[src/rtl/uart_tx_cfg_pkg.sv]
// uart_tx_cfg_pkg: FSM state encoding and constants for the uart_tx_cfg transmitter.
// The parity encodings and the default divider are also used by uart_rx.
// Optional feature macro: UART_TX_PARITY_EN adds the PARITY state.
package uart_tx_cfg_pkg;

  localparam int unsigned DefaultClkDiv = 32;

  // Parity polarity selectors for PARITY_ODD.
  localparam int unsigned ParityEven = 0;
  localparam int unsigned ParityOdd  = 1;

  typedef enum logic [2:0] {
    StIdle   = 3'd0,
    StStart  = 3'd1,
    StData   = 3'd2,
`ifdef UART_TX_PARITY_EN
    StParity = 3'd3,
`endif
    StStop   = 3'd4
  } tx_state_e;

endpackage

[src/rtl/uart_baud_gen.sv]
// uart_baud_gen: per-bit cycle counter for the UART transmitter.
// Counts 0..CLK_DIV-1 while run is high, holds at 0 otherwise, and restarts on clear.
module uart_baud_gen #(
  parameter int unsigned CLK_DIV = 32
) (
  input  logic                       sys_clk,
  input  logic                       rst_n,
  input  logic                       clear,
  input  logic                       run,
  output logic [$clog2(CLK_DIV)-1:0] bit_cnt,
  output logic                       bit_end
);

  localparam int unsigned CntW = $clog2(CLK_DIV);

  logic [CntW-1:0] cnt_q, cnt_d;
  logic            cnt_last;

  assign cnt_last = (cnt_q == CntW'(CLK_DIV - 1));

  // Next count: clear wins, idle holds at zero, otherwise wrap at the bit end.
  always_comb begin
    cnt_d = '0;
    if (clear || !run) begin
      cnt_d = '0;
    end else if (cnt_last) begin
      cnt_d = '0;
    end else begin
      cnt_d = cnt_q + CntW'(1);
    end
  end

  // Counter register.
  always_ff @(posedge sys_clk or negedge rst_n) begin
    if (!rst_n) begin
      cnt_q <= '0;
    end else begin
      cnt_q <= cnt_d;
    end
  end

  assign bit_cnt = cnt_q;
  assign bit_end = run && cnt_last;

endmodule

[src/rtl/uart_tx_cfg.sv]
// uart_tx_cfg: parametrised UART transmitter (DATA_BITS data, STOP_BITS stop, CLK_DIV clocks/bit).
// Optional feature macro: UART_TX_PARITY_EN inserts a parity bit (polarity PARITY_ODD).
module uart_tx_cfg
  import uart_tx_cfg_pkg::*;
#(
  parameter int unsigned DATA_BITS  = 8,
  parameter int unsigned STOP_BITS  = 1,
  parameter int unsigned CLK_DIV    = DefaultClkDiv,
  parameter int unsigned PARITY_ODD = ParityEven
) (
  input  logic                 sys_clk,
  input  logic                 rst_n,
  input  logic                 tx_valid,
  input  logic [DATA_BITS-1:0] tx_data_i,
  output logic                 tx_ready,
  output logic                 txd,
  output logic                 tx_idle,
  output logic                 tx_bits_ok
);

  localparam int unsigned CntW = $clog2(CLK_DIV);
  localparam int unsigned IdxW = $clog2(DATA_BITS + 1);

  if (DATA_BITS < 5 || DATA_BITS > 9 || STOP_BITS < 1 || STOP_BITS > 2 ||
      CLK_DIV < 2 || PARITY_ODD > ParityOdd) begin : gen_cfg_check
    $error("uart_tx_cfg: illegal parameter value");
  end

  tx_state_e            state_q, state_d;
  logic [DATA_BITS-1:0] shift_q, shift_d;
  // Counts data bits in DATA and stop bits in STOP.
  logic [IdxW-1:0]      idx_q, idx_d;
  logic                 txd_q, txd_d;
  logic [CntW-1:0]      bit_cnt;
  logic                 bit_end;
  logic                 accept;
  logic                 last_stop;
`ifdef UART_TX_PARITY_EN
  logic                 parity_q, parity_d;
`endif

  uart_baud_gen #(
    .CLK_DIV (CLK_DIV)
  ) u_baud_gen (
    .sys_clk (sys_clk),
    .rst_n   (rst_n),
    .clear   (accept),
    .run     (state_q != StIdle),
    .bit_cnt (bit_cnt),
    .bit_end (bit_end)
  );

  // Final cycle of the final stop bit: frame done, next word may be taken.
  assign last_stop = (state_q == StStop) && (bit_cnt == CntW'(CLK_DIV - 1)) &&
                     (idx_q == IdxW'(STOP_BITS - 1));
  assign tx_ready   = (state_q == StIdle) || last_stop;
  assign accept     = tx_valid && tx_ready;
  assign tx_bits_ok = last_stop;
  assign tx_idle    = (state_q == StIdle);
  assign txd        = txd_q;

  // Next-state logic: load on acceptance, otherwise advance on each bit end.
  always_comb begin
    state_d  = state_q;
    shift_d  = shift_q;
    idx_d    = idx_q;
`ifdef UART_TX_PARITY_EN
    parity_d = parity_q;
`endif
    if (accept) begin
      state_d  = StStart;
      shift_d  = tx_data_i;
      idx_d    = '0;
`ifdef UART_TX_PARITY_EN
      parity_d = (^tx_data_i) ^ (PARITY_ODD == ParityOdd);
`endif
    end else begin
      unique case (state_q)
        StIdle: ;
        StStart: begin
          if (bit_end) begin
            state_d = StData;
            idx_d   = '0;
          end
        end
        StData: begin
          if (bit_end) begin
            shift_d = shift_q >> 1;
            if (idx_q == IdxW'(DATA_BITS - 1)) begin
              idx_d   = '0;
`ifdef UART_TX_PARITY_EN
              state_d = StParity;
`else
              state_d = StStop;
`endif
            end else begin
              idx_d = idx_q + IdxW'(1);
            end
          end
        end
`ifdef UART_TX_PARITY_EN
        StParity: begin
          if (bit_end) begin
            state_d = StStop;
            idx_d   = '0;
          end
        end
`endif
        StStop: begin
          if (bit_end) begin
            if (idx_q == IdxW'(STOP_BITS - 1)) begin
              state_d = StIdle;
              idx_d   = '0;
            end else begin
              idx_d = idx_q + IdxW'(1);
            end
          end
        end
        default: begin
          state_d = StIdle;
          idx_d   = '0;
        end
      endcase
    end
  end

  // Line level for the upcoming state, so txd is registered and aligned with state_q.
  always_comb begin
    txd_d = 1'b1;
    unique case (state_d)
      StIdle:   txd_d = 1'b1;
      StStart:  txd_d = 1'b0;
      StData:   txd_d = shift_d[0];
`ifdef UART_TX_PARITY_EN
      StParity: txd_d = parity_d;
`endif
      StStop:   txd_d = 1'b1;
      default:  txd_d = 1'b1;
    endcase
  end

  // State, datapath and line registers.
  always_ff @(posedge sys_clk or negedge rst_n) begin
    if (!rst_n) begin
      state_q  <= StIdle;
      shift_q  <= '0;
      idx_q    <= '0;
      txd_q    <= 1'b1;
`ifdef UART_TX_PARITY_EN
      parity_q <= 1'b0;
`endif
    end else begin
      state_q  <= state_d;
      shift_q  <= shift_d;
      idx_q    <= idx_d;
      txd_q    <= txd_d;
`ifdef UART_TX_PARITY_EN
      parity_q <= parity_d;
`endif
    end
  end

endmodule

[config.mk]
export PLATFORM = sky130hd
export DESIGN_NAME = uart_tx_cfg
export DESIGN_NICKNAME = d
export VERILOG_FILES = /design/src/rtl/uart_tx_cfg_pkg.sv /design/src/rtl/uart_baud_gen.sv /design/src/rtl/uart_tx_cfg.sv
export SDC_FILE = /design/constraint.sdc
export NUM_CORES = 1
export LEC_CHECK = 0
export ABC_AREA = 1
export CORE_MARGIN = 2
export CORE_UTILIZATION = 54
export DETAILED_ROUTE_END_ITERATION = 8
export PLACE_DENSITY = 0.78
export SLEW_MARGIN = 20
export SYNTH_ARGS = -nofsm -noshare
export SYNTH_HDL_FRONTEND = slang
export SYNTH_HIERARCHICAL = 1
export SYNTH_SLANG_ARGS = --single-unit
export TNS_END_PERCENT = 30
[constraint.sdc]
create_clock -name sys_clk -period 2.22 [get_ports sys_clk]
set_input_delay 0.222 -clock sys_clk [delete_from_list [all_inputs] [get_ports sys_clk]]
set_output_delay 0.222 -clock sys_clk [all_outputs]
set_load 0.01 [all_outputs]
Yosys cells after proc, flatten, opt, wreduce, memory -nomap -nowiden
Index checks and enable logic that the tools add are counted.

Register bits: 21. Bits of input ports: 11.

Add/subtract/negate cells: 2. Equality and inequality tests: 11. Mux-type cells: 20. Reduce and logical (&&, ||, !) cells: 14.

Operator list (count): $mux W4 (6); $mux W8 (3); $mux W3 (6); $pmux W4 S4 (1); $pmux W3 S4 (1); $mux W5 (2); $ne A3 B2 Y1 const B (3); $eq A3 B1 Y1 const B (2); $eq A3 B2 Y1 const B (2); $add A5 B1 Y5 const B (1); $eq A5 B5 Y1 const B (1); $add A4 B1 Y4 const B (1); $eq A4 B3 Y1 const B (1); $logic_and A1 B1 Y1 (4); $logic_not A4 Y1 (1); $reduce_and A4 Y1 (1); $reduce_bool A2 Y1 (2); $eq A3 B3 Y1 const B (1); $logic_not A3 Y1 (1); $reduce_bool A3 Y1 (1); $logic_or A1 B1 Y1 (2); $ne A2 B1 Y1 const B (1); $pmux W1 S2 (1); $reduce_and A2 Y1 (1); $logic_not A1 Y1 (1).

Logic depth before layout (Yosys ltp)
Gate-level depths: netlist of the first run.

Depth after elaboration: 8. Depth in mapped cells: 13. Gate-level depth less buffers: 13.

Hierarchy
The synthesis of the first run kept the hierarchy.

By module, submodules not included: uart_tx_cfg (instances 1, cells each 125, area each 927.1 sq um); uart_baud_gen (instances 1, cells each 30, area each 256.5 sq um).

Worst setup path after synthesis of the first run
OpenSTA, ideal clock, no wires.

Kind: flip-flop to flip-flop. From: register u_baud_gen.cnt_q[0], in the netlist u_baud_gen/bit_cnt[0]. To: register idx_q[2]. Arrival: 1665 ps. Data required time: 2103 ps. Setup slack: 437 ps. Cell stages (with the launch flop): 14. Path buffers: 0. Path through: dfrtp_1 -> ha_1 -> nand2_1 -> nor2_1 -> ha_1 -> nand2_1 -> inv_1 -> inv_1 -> nand4_1 -> nand2_1 -> nor2_4 -> inv_1 -> nand3_1 -> nand2_1.

Elaborated cells between the ends (all ways): 12. Those cells by class: eq/ne: 5; mux: 1; reduce/logical: 6.

RTL lines: from (decl) (line uart_baud_gen.sv:16) `logic [CntW-1:0] cnt_q, cnt_d;`; from (signal assigned) (line uart_baud_gen.sv:38) `cnt_q <= cnt_d;`; $eq A5 B5 Y1 * (line uart_baud_gen.sv:19) `assign cnt_last = (cnt_q == CntW'(CLK_DIV - 1));`; $logic_and A1 B1 Y1 * (line uart_baud_gen.sv:43) `assign bit_end = run && cnt_last;`; named net bit_end (line uart_tx_cfg.sv:35) `logic bit_end;`; $ne A3 B2 Y1 (no line); $reduce_and A4 Y1 (no line) *; to (signal assigned) (line uart_tx_cfg.sv:155) `idx_q <= idx_d;`; to (decl) (line uart_tx_cfg.sv:32) `logic [IdxW-1:0] idx_q, idx_d;`.

Mark *: on every way through the listed nets, which the timed path passes. The rest lies on a longest branch. A chain may end at the register's enable or synchronous reset.

Worst setup path in the final report of the first run
From: register idx_q[0]. To: output tx_bits_ok.

Cells in the longest elaborated chain, start to end: 2.

Ends and longest elaborated chain: $logic_not A4 Y1 (line uart_tx_cfg.sv:55) `(idx_q == IdxW'(STOP_BITS - 1));`; $logic_and A1 B1 Y1 (line uart_tx_cfg.sv:54) `assign last_stop = (state_q == StStop) && (bit_cnt == CntW'(CLK_DIV - 1)) &&`; to (decl) (line uart_tx_cfg.sv:18) `output logic tx_bits_ok`.

No other way between the ends.

==> metrics.yaml, run 1 <==
outcome:
  outcome: "finished, final reports clean"
place:
  place_hpwl_microns: 1830
  dp.cells: 196
  io_buffers: 14
  place_congestion: 0.871
floorplan:
  die_area_sq_um: 2580
  std_cell_rows: 16
  die_w_microns: 50.8
  core_area_sq_um: 2020
  start_util: 0.585
  ios: 15
  fp.dieH_microns: 50.8
global_route:
  gr-usage-all-layers: 0.217
  grt-ovfl-total: 0
  antenna_found_initial: 0
  grt_pass1_vias: 987
  grt_pass1_wl_microns: 4200
  grt_max_degree: 16
finish:
  syn_to_final_growth_pct: 18.2
  nets: 192
  drive_above_1_share: 0.0971
  final_cells: 202
  diodes: 0
timing:
  skew_ps: 6.93
  fin_crit_sh: 0.949
  rsz0062_at_grt: "false"
  max_slew.worst_pin.slew_ps: 682
  slew_headroom: 0.544
  drv_slew: 0
  setup_viol: 0
  setup_tns_ps: 0
  finalHoldViolCount: 0
  clock.fmax_mhz: 475
  period_minus_slack_ps: 2110
critical_path:
  reg2regPathDepth: 13
  path_buf_inv: 2
  crit_start: "idx_q[0]$_DFFE_PN0P_"
  cp.arrival_ps: 1880
  cp_max_fo: 5
  cpMaxStageDelayCell: "clkdlybuf4s50_1"
  r2r_start: "u_baud_gen/bit_cnt[0]$_DFF_PN0_"
  reg2reg_to: "idx_q[3]$_DFFE_PN0P_"
  r2r_slack_ps: 240
  crit_chain: "inv_1 > ha_1 > nand2_1 > nor4_1 > clkdlybuf4s50_1"
  endpoint: "tx_bits_ok"
  critical_path_class: "flip-flop to output port"
  cp-end-kind: "output port"
  start_kind: "flip-flop"
  required_ps: 2000
  cpLargestDelayFamily: "buffers and inverters"
  crit_cells: 5
  cp_slowest_stage_delay_ps: 580
hold_path:
  hp-class: "input port to async pin"
yosys:
  ys_seq_elements: 21
  synth_ff_type: "dfrtp_1"
  synthesis.instances: 155
  syn_area_sq_um: 1180
  synthArstFlopShare: 1.00
  yosys_warnings: 6
  ys_types: 23
  yosysTopAreaCellShare: 0.423
  syn_nets: 171
  synth_area_leader_cell: "dfrtp_1"
  yosysMostFrequentCell: "nand2_1"
  synth-edff-count: 0
  synth.avg_cell_area_sq_um: 7.64
  netlist_top_cells_count: "nand2_1 (38), nand3_1 (29), inv_1 (21)"
  ys_top_cells_by_area: "dfrtp_1 (42%), nand3_1 (12%), nand2_1 (12%)"
  yosysSeqAreaShare: 0.445
power:
  peakVddDrop_uv: 570
  power.total_mw: 1.26
  p_per_area_nw_per_um2: 897
  p_leak_nw: 0.741
route:
  drt-initial-drc-count: 14
  wire_per_inst_microns: 12.1
  drc_errors: 0
  wirelength_microns: 2450
  via_count: 1046
  viasPerCell: 5.18
  first_pass_iters: 4
  ant_nets: 0
clock_network:
  cts_sinks: 21
  cts_tree: "yes"
  h-tree-depth: 1
  numCtsBuffers: 3
  path_clk_slew_ps: 120
  clock_path_buffers: 2
  root_buffer: "clkbuf_4"
  worst_skew_pair.late_latency_ps: 300
job:
  maxCapViolCount: 0
## worst min path at each step
stage	endpoint	depth (start not counted)
after floorplan	idx_q[0]$_DFFE_PN0P_	0
after global placement	shift_q[6]$_DFFE_PN0P_	2
after global routing	u_baud_gen/bit_cnt[0]$_DFF_PN0_	1
after CTS	u_baud_gen/bit_cnt[0]$_DFF_PN0_	1
after detailed placement	shift_q[6]$_DFFE_PN0P_	2
final	u_baud_gen/bit_cnt[0]$_DFF_PN0_	1
## worst reg2reg max path: stages, from the launching register on
cell and delay, ps:
dfrtp_2 420, ha_1 170, nand2_1 70, nor2_1 160, ha_1 190, nand2_1 50
inv_1 120, inv_1 80, nand4_1 140, nand2_1 110, nor2_4 150, inv_1 90
nand3_1 70, nand2_1 60
## registers in the layout, summed over array words and instances, names as in the netlist
name and flops:
shift_q 8, u_baud_gen/bit_cnt 5, idx_q 4, txd 1
state_q 3
## layout make-up
cell class	count	area, sq um
fill	170	623
multi-input combinational	110	558
timing repair buffer	17	165
tap	27	33.8
clock buffer	4	26.3
inverter	23	87.6
sequential	21	528
## metrics by stage
step / worst slack [ps] / hold WS, ps / utilization / cell area (sq um)
after floorplan: 437 / -73.6 / - / 1180
after global placement: 328 / 474 / 0.670 / 1350
after detailed placement: 212 / 487 / 0.670 / 1350
after CTS: 72.9 / 344 / 0.683 / 1380
after global routing: 15.7 / 371 / 0.692 / 1400
final: 113 / 316 / 0.692 / 1400
## timing repair
item | CTS | global route
endpoints found under the setup margin | 0 | 5
setup buffers | 0 | 2
resized for setup | 0 | 2
hold buffers | 0 | 0
## report_power, final
group | switching, mW | total (mW) | internal [mW]
registers | 0.0865 | 0.601 | 0.514
clock network | 0.114 | 0.184 | 0.0700
logic | 0.258 | 0.471 | 0.214
total | 0.458 | 1.26 | 0.798
## kinds of logic (layout without fill, tap and decap cells)
group           Yosys count  in the layout  synth area share
xor+xnor                  1              1           0.00740
flops                    21             21             0.445
buf+inv                  24             44            0.0835
compound gates            7              7            0.0296
fa+ha+maj                 5              5            0.0529
simple gates             97             97             0.382
## metal layers
| metal | up-vias | global-route usage | part of all wire |
|---|---|---|---|
| li1 | 530 | - | - |
| met1 | 494 | 0.274 | 0.43 |
| met2 | 18 | 0.386 | 0.53 |
| met3 | 4 | 0.0351 | 0.028 |
| met4 | 0 | 0.0541 | 0.010 |
| met5 | - | 0 | 0 |
## layout by cell type, fill, tap and decap left out, types with 2 or more instances in the layout
cell type        netlist  final
dfrtp_1               20     19
ha_1                   5      5
clkbuf_4               0      3
clkdlybuf4s50_1        0     13
nor3_1                 2      2
a21oi_1                2      2
nand2_2                3      3
nor2_4                 2      2
nand4_1                2      2
inv_1                 21     21
buf_4                  0      3
nand3_1               29     29
nand2_1               38     38
nor2_1                15     15
o21ai_0                5      5
No activity file was read; power rests on OpenSTA's default activity.
==> run 2, diff against run 1 <==
--- a/config.mk
+++ b/config.mk
@@ -7,10 +7,9 @@
 export LEC_CHECK = 0
 export ABC_AREA = 1
 export CORE_MARGIN = 2
-export CORE_UTILIZATION = 54
+export CORE_UTILIZATION = 48
 export DETAILED_ROUTE_END_ITERATION = 8
-export PLACE_DENSITY = 0.78
-export SLEW_MARGIN = 20
+export PLACE_DENSITY = 0.73
 export SYNTH_ARGS = -nofsm -noshare
 export SYNTH_HDL_FRONTEND = slang
 export SYNTH_HIERARCHICAL = 1
==> constraint.sdc (replaced) <==
create_clock -name sys_clk -period 1.7 [get_ports sys_clk]
set_input_delay 0.17 -clock sys_clk [delete_from_list [all_inputs] [get_ports sys_clk]]
set_output_delay 0.17 -clock sys_clk [all_outputs]
set_load 0.01 [all_outputs]
==> run 2 against run 1 <==
Effect of this change:
- the flow now finishes with violations (setup timing)
- cell count increased by 7.9%
- sequential power up 31%
- critical path depth up 8
- combinational power up 65%
- via count is 7.1% higher
- die area rose by 11%
- total power increased by 44%
- wire length increased by 8.7%
- critical path type is now flip-flop to flip-flop
- largest cell class unchanged
==> metrics.yaml, run 2 (synthesis results as in run 1) <==
timing:
  hold_ws_ps: 184  # -132 ps
  drv_slew: 0  # unchanged
  fin_crit_sh: 1.05
  setup_tns_ps: -354  # -354 ps
  max_slew.worst_pin.slew_ps: 387  # -295 ps
  rsz0062_at_grt: "true"
  skew_ps: 3.22  # -3.70 ps
  period_minus_slack_ps: 1790
  setup_ws_ps: -88.3  # -202 ps
  finalHoldViolCount: 0  # unchanged
  clock.fmax_mhz: 559
  slew_headroom: 0.739  # +0.195
  setup_viol: 6  # +6
floorplan:
  std_cell_rows: 17  # +1
  ios: 15  # unchanged
  die_area_sq_um: 2880  # +11%
  fp.dieH_microns: 53.7  # +5.6%
  die_w_microns: 53.7  # +5.6%
  core_area_sq_um: 2280  # +13%
  start_util: 0.520  # -0.0653
global_route:
  grt_pass1_vias: 1064  # +7.8%
  grt_pass1_wl_microns: 4200  # -0.17%
  gr-usage-all-layers: 0.202  # -0.0150
  grt-ovfl-total: 0  # unchanged
  grt_max_degree: 22  # +6
  antenna_found_initial: 0  # unchanged
clock_network:
  ctsHoldBuffers: 0  # unchanged
  cts_tree: "yes"
  clock_path_buffers: 2  # unchanged
  numCtsBuffers: 3  # unchanged
  worst_skew_pair.late_latency_ps: 310  # about the same
  h-tree-depth: 1  # unchanged
  path_clk_slew_ps: 120  # about the same
  cts_sinks: 21  # unchanged
  root_buffer: "clkbuf_4"
route:
  drt-initial-drc-count: 17  # +3
  via_count: 1120  # +7.1%
  ant_nets: 0  # unchanged
  drc_errors: 0  # unchanged
  first_pass_iters: 4  # unchanged
  viasPerCell: 5.14  # -0.78%
  wire_per_inst_microns: 12.2  # +0.76%
  wirelength_microns: 2660  # +8.7%
critical_path:
  crit_chain: "ha_2 > nand2_2 > nor2_4 > ha_4 > nand2_2 > inv_2 > inv_2 > nand4_1 > nand2_2 > nor2_4 > inv_4 > nand3_2 > nand2_1"
  crit_top_cell: "nand2_2"
  cp_max_fo: 5  # unchanged
  start_kind: "flip-flop"
  cp-end-kind: "flip-flop"
  cp_slowest_stage_delay_ps: 390  # -190 ps
  cp.arrival_ps: 2000  # +120 ps
  required_ps: 1910  # -90 ps
  critical_path_class: "flip-flop to flip-flop"
  cpMaxStageDelayCell: "dfrtp_1"
finish:
  fill_cells: 182  # +7.1%
  final_cell_mix: "nand2_1 (32), nand3_1 (25), dfrtp_1 (20)"
  nets: 207  # +7.8%
  drive_above_1_share: 0.268  # +0.171
  regMostFlops: "shift_q"
  largest_reg_flops: 8  # unchanged
  syn_to_final_growth_pct: 33.3
  layout_commonest_cell: "nand2_1"
  diodes: 0  # unchanged
outcome:
  outcome: "complete, but fails checks"
  violations: "setup timing"
place:
  place_hpwl_microns: 1880  # +2.6%
  io_buffers: 14  # unchanged
  place_congestion: 0.845  # -3.0%
job:
  maxCapViolCount: 0  # unchanged
power:
  p_leak_nw: 0.834  # +13%
  peakVddDrop_uv: 1030  # +81%
  p_per_area_nw_per_um2: 1150  # +28%
hold_path:
  hp-class: "input port to async pin"
==> run 2: cell types whose count changed in the layout (fill, tap and decap cells not counted), moves of 3 or more <==
cell and delta:
inv_1 -3, nand2_2 +5, nand2_1 -6, nand3_1 -4, buf_4 +15, nand3_2 +4
==> run 2: layout make-up <==
| class | instances | area (sq um) | share of cell area |
|---|---|---|---|
| flip-flops and latches | 21 | 527 | 0.334 |
| repair buffers | 32 | 274 | 0.174 |
| clock buffers | 4 | 26.3 | 0.0167 |
| inverters | 23 | 90.1 | 0.0571 |
| multi-input cells | 110 | 626 | 0.397 |
| well taps | 28 | 35.0 | 0.0222 |
==> run 2: final timing paths <==
path	start	to	slack, ps	cells past startpoint
min	rst_n	u_baud_gen/bit_cnt[3]$_DFF_PN0_	180	2
max in group asynchronous	rst_n	txd$_DFF_PN1_	1240	2
max	u_baud_gen/bit_cnt[0]$_DFF_PN0_	idx_q[1]$_DFFE_PN0P_	-90	13
min reg2reg	shift_q[7]$_DFFE_PN0P_	shift_q[7]$_DFFE_PN0P_	510	2
max reg2reg	u_baud_gen/bit_cnt[0]$_DFF_PN0_	idx_q[1]$_DFFE_PN0P_	-90	13
min in group sys_clk	tx_data_i[7]	shift_q[7]$_DFFE_PN0P_	380	3
==> run 2: repair_timing <==
item / 4_1_cts / 5_1_grt
endpoints found under the hold margin: 0 / 0
buffers inserted: 0 / 5
pin swaps: 1 / 5
resized for setup: 8 / 17
endpoints found under the setup margin: 9 / 18
==> run 2: routing by layer <==
metal  part of all wire  track usage  vias to the layer above  wire length [microns]
met3              0.027       0.0306                        8                     73
met1               0.43        0.227                      524                   1130
met4              0.024        0.107                        0                     65
met5                  0            0                        -                      0
li1                   -            -                      565                      -
met2               0.52        0.364                       23                   1390
==> run 2: where the power goes <==
part / leakage [nW] / internal, mW / switching (mW) / total (mW)
Combinational: 0.556 / 0.370 / 0.409 / 0.779
Sequential: 0.263 / 0.669 / 0.116 / 0.785
Clock: 0.0150 / 0.0918 / 0.157 / 0.249
Total: 0.834 / 1.13 / 0.683 / 1.81
==> run 2: worst max-delay path: cells and delay by family (launching register included) <==
kind,cells,cell delay [ps]
fa+ha+maj,2,350
buf+inv,3,180
flops,1,390
simple gates,8,780
==> run 2: stage by stage <==
stage / utilization / setup WS, ps / instances / power [mW] / instance area, sq um
global route: 0.693 / -218 / 218 / 1.95 / 1580
detailed placement: 0.639 / -55.1 / 209 / 1.46 / 1460
finish: 0.693 / -88.3 / 218 / 1.81 / 1580
CTS: 0.654 / -74.1 / 213 / 1.72 / 1490
floorplan: - / 7.49 / 155 / 1.20 / 1190
global placement: 0.639 / 15.3 / 209 / 1.42 / 1460
==> run 3, diff against run 2 <==
--- a/config.mk
+++ b/config.mk
@@ -9,9 +9,8 @@
 export CORE_MARGIN = 2
 export CORE_UTILIZATION = 48
 export DETAILED_ROUTE_END_ITERATION = 8
-export PLACE_DENSITY = 0.73
+export PLACE_DENSITY = 0.74
 export SYNTH_ARGS = -nofsm -noshare
 export SYNTH_HDL_FRONTEND = slang
-export SYNTH_HIERARCHICAL = 1
 export SYNTH_SLANG_ARGS = --single-unit
 export TNS_END_PERCENT = 30
==> run 3 against run 2 <==
Effect of this change:
- the flow still finishes with violations (setup timing)
- critical path depth shrank 7
- largest power group unchanged
- sequential cell count is the same
- area after synthesis shrank 3.0%
- critical endpoint is now tx_ready
==> metrics.yaml, run 3 <==
outcome:
  outcome: "complete, but fails checks"
  violations: "setup timing"
job:
  maxCapViolCount: 0  # unchanged
timing:
  setup_tns_ps: -80.1  # +274 ps
  finalHoldViolCount: 0  # unchanged
  setup_viol: 5  # -1
  period_minus_slack_ps: 1730  # -55.4 ps
  fin_crit_sh: 1.02  # -0.0326
  skew_ps: 5.22  # +1.99 ps
  max_slew.worst_pin.slew_ps: 362  # -24.5 ps
  setup_ws_ps: -32.9  # +55.4 ps
  rsz0062_at_grt: "true"
  hold_ws_ps: 193  # +8.62 ps
  slew_headroom: 0.758  # +0.0183
  drv_slew: 0  # unchanged
  clock.fmax_mhz: 577  # +3.2%
route:
  ant_nets: 0  # unchanged
  wire_per_inst_microns: 11.5  # -6.0%
  via_count: 986  # -12%
  wirelength_microns: 2230  # -16%
  first_pass_iters: 4  # unchanged
  drt-initial-drc-count: 9  # -8
  viasPerCell: 5.08  # -1.1%
  drc_errors: 0  # unchanged
critical_path:
  required_ps: 1530  # -380 ps
  cpMaxStageDelayCell: "dfrtp_1"
  cp_max_fo: 3  # -2
  cp-end-kind: "output port"
  critical_path_class: "flip-flop to output port"
  start_kind: "flip-flop"
  cp.arrival_ps: 1560  # -440 ps
  cp_slowest_stage_delay_ps: 380  # about the same
  crit_chain: "ha_2 > and3_4 > ha_4 > nand3_4 > o21ai_4 > buf_6"
power:
  p_per_area_nw_per_um2: 508  # -56%
  p_leak_nw: 0.732  # -12%
  peakVddDrop_uv: 455  # -56%
  power.total_uw: 777  # -57%
clock_network:
  h-tree-depth: 1  # unchanged
  cts_sinks: 21  # unchanged
  path_clk_slew_ps: 110  # about the same
  cts_tree: "yes"
  worst_skew_pair.late_latency_ps: 310  # about the same
  numCtsBuffers: 3  # unchanged
  clock_path_buffers: 2  # unchanged
  root_buffer: "clkbuf_4"
place:
  dp.cells: 184  # -12%
  place_congestion: 0.816  # -3.4%
  pre_cts_ws_ps: -142  # -86.9 ps
  io_buffers: 14  # unchanged
  place_hpwl_microns: 1640  # -12%
yosys:
  yosysMostFrequentCell: "nand2_1"
  synth-edff-count: 0  # unchanged
  synth_ff_type: "dfrtp_1"
  netlist_top_cells_count: "nand2_1 (33), nand3_1 (24), dfrtp_1 (20)"
  syn_area_sq_um: 1150  # -3.0%
  synth.avg_cell_area_sq_um: 8.64  # +13%
  yosysTopAreaCellShare: 0.436  # +0.0129
  synth_area_leader_cell: "dfrtp_1"
  yosysSeqAreaShare: 0.459  # +0.0136
  ys_top_cells_by_area: "dfrtp_1 (44%), nand2_1 (11%), nand3_1 (10%)"
  yosys_warnings: 0  # -6
  synthArstFlopShare: 1.00  # unchanged
  ys_seq_elements: 21  # unchanged
  ys_types: 27  # +17%
  syn_nets: 148  # -13%
  synthesis.instances: 133  # -14%
floorplan:
  core_area_sq_um: 2230  # -1.9%
  die_area_sq_um: 2800  # -2.7%
  fp.dieH_microns: 52.9  # -1.4%
  std_cell_rows: 17  # unchanged
  start_util: 0.514  # -0.00578
  die_w_microns: 52.9  # -1.4%
  ios: 15  # unchanged
global_route:
  antenna_found_initial: 0  # unchanged
  gr-usage-all-layers: 0.189  # -0.0127
  grt_pass1_vias: 992  # -6.8%
  grt_max_degree: 22  # unchanged
  grt_pass1_wl_microns: 3850  # -8.2%
  grt-ovfl-total: 0  # unchanged
finish:
  diodes: 0  # unchanged
  regMostFlops: "shift_q"
  nets: 182  # -12%
  fill_cells: 176  # -3.3%
  syn_to_final_growth_pct: 33.0
  final_cells: 194  # -11%
  layout_commonest_cell: "nand2_1"
  drive_above_1_share: 0.265  # -0.00336
  final_cell_mix: "nand2_1 (32), nand3_1 (22), dfrtp_1 (20)"
  largest_reg_flops: 8  # unchanged
hold_path:
  hp-class: "input port to async pin"
[run 3: cell types whose count changed after synthesis, sizes merged, moves of 2 or more]
cell	before	now
inv	22	16
nand2	42	35
nor2	18	8
o21ai	5	7
xnor2	0	2
[run 3: timing repair]
item	in CTS	in global routing
pin swaps	5	1
gates resized for setup	20	4
gates cloned	0	1
setup buffers	4	1
endpoints found under the setup margin	20	16
hold buffers	0	0
[run 3: metrics by stage]
| stage | utilization | instance area (sq um) |
|---|---|---|
| global route | 0.684 | 1530 |
| floorplan | - | 1150 |
| finish | 0.684 | 1530 |
| global placement | 0.622 | 1390 |
| CTS | 0.666 | 1490 |
| detailed placement | 0.622 | 1390 |
[run 3: final timing paths]
kind / start / endpoint / slack (ps) / cells after the start
max in group asynchronous: rst_n / txd$_DFF_PN1_ / 1240 / 2
max reg2reg: u_baud_gen.bit_cnt[1]$_DFF_PN0_ / shift_q[5]$_DFFE_PN0P_ / -20 / 10
max: u_baud_gen.bit_cnt[1]$_DFF_PN0_ / tx_ready / -30 / 6
min reg2reg: shift_q[7]$_DFFE_PN0P_ / shift_q[7]$_DFFE_PN0P_ / 510 / 2
min in group sys_clk: tx_data_i[7] / shift_q[7]$_DFFE_PN0P_ / 390 / 3
min: rst_n / idx_q[2]$_DFFE_PN0P_ / 190 / 2
[run 3: kinds of logic (layout without fill, tap and decap cells)]
logic type,count (synthesis),count (layout),share of synthesized area
xor+xnor,4,4,0.0305
flops,21,21,0.459
fa+ha+maj,4,4,0.0436
buf+inv,18,50,0.0664
compound gates,9,9,0.0610
simple gates,77,78,0.340
[run 3: cell type report]
type	instances	area, sq um	area share
multi-input combinational	95	613	0.401
sequential	21	527	0.345
timing repair buffer	30	267	0.174
inverter	16	60.1	0.0393
tap	28	35.0	0.0229
clock buffer	4	26.3	0.0172
[run 3: power by group]
part / total [mW] / internal, mW / leakage [nW] / switching (mW)
logic: 0.0373 / 0.0215 / 0.478 / 0.0157
clock network: 0.240 / 0.0917 / 0.0150 / 0.148
registers: 0.499 / 0.499 / 0.239 / 0
total: 0.777 / 0.613 / 0.732 / 0.164
[run 3: worst max-delay path: cells and delay by family, from the launching register on]
kind / cells / cell delay, ps
and+or+nand+nor: 2 / 270
AOI/OAI and AO/OA: 1 / 150
DFF: 1 / 380
adders and majority gates: 2 / 330
buffers and inverters: 1 / 120
[run 3: per-layer routing]
layer | wire, microns | GRT usage
met5 | 0 | 0
met4 | 59 | 0.107
met3 | 73 | 0.0339
met2 | 1160 | 0.356
met1 | 939 | 0.192
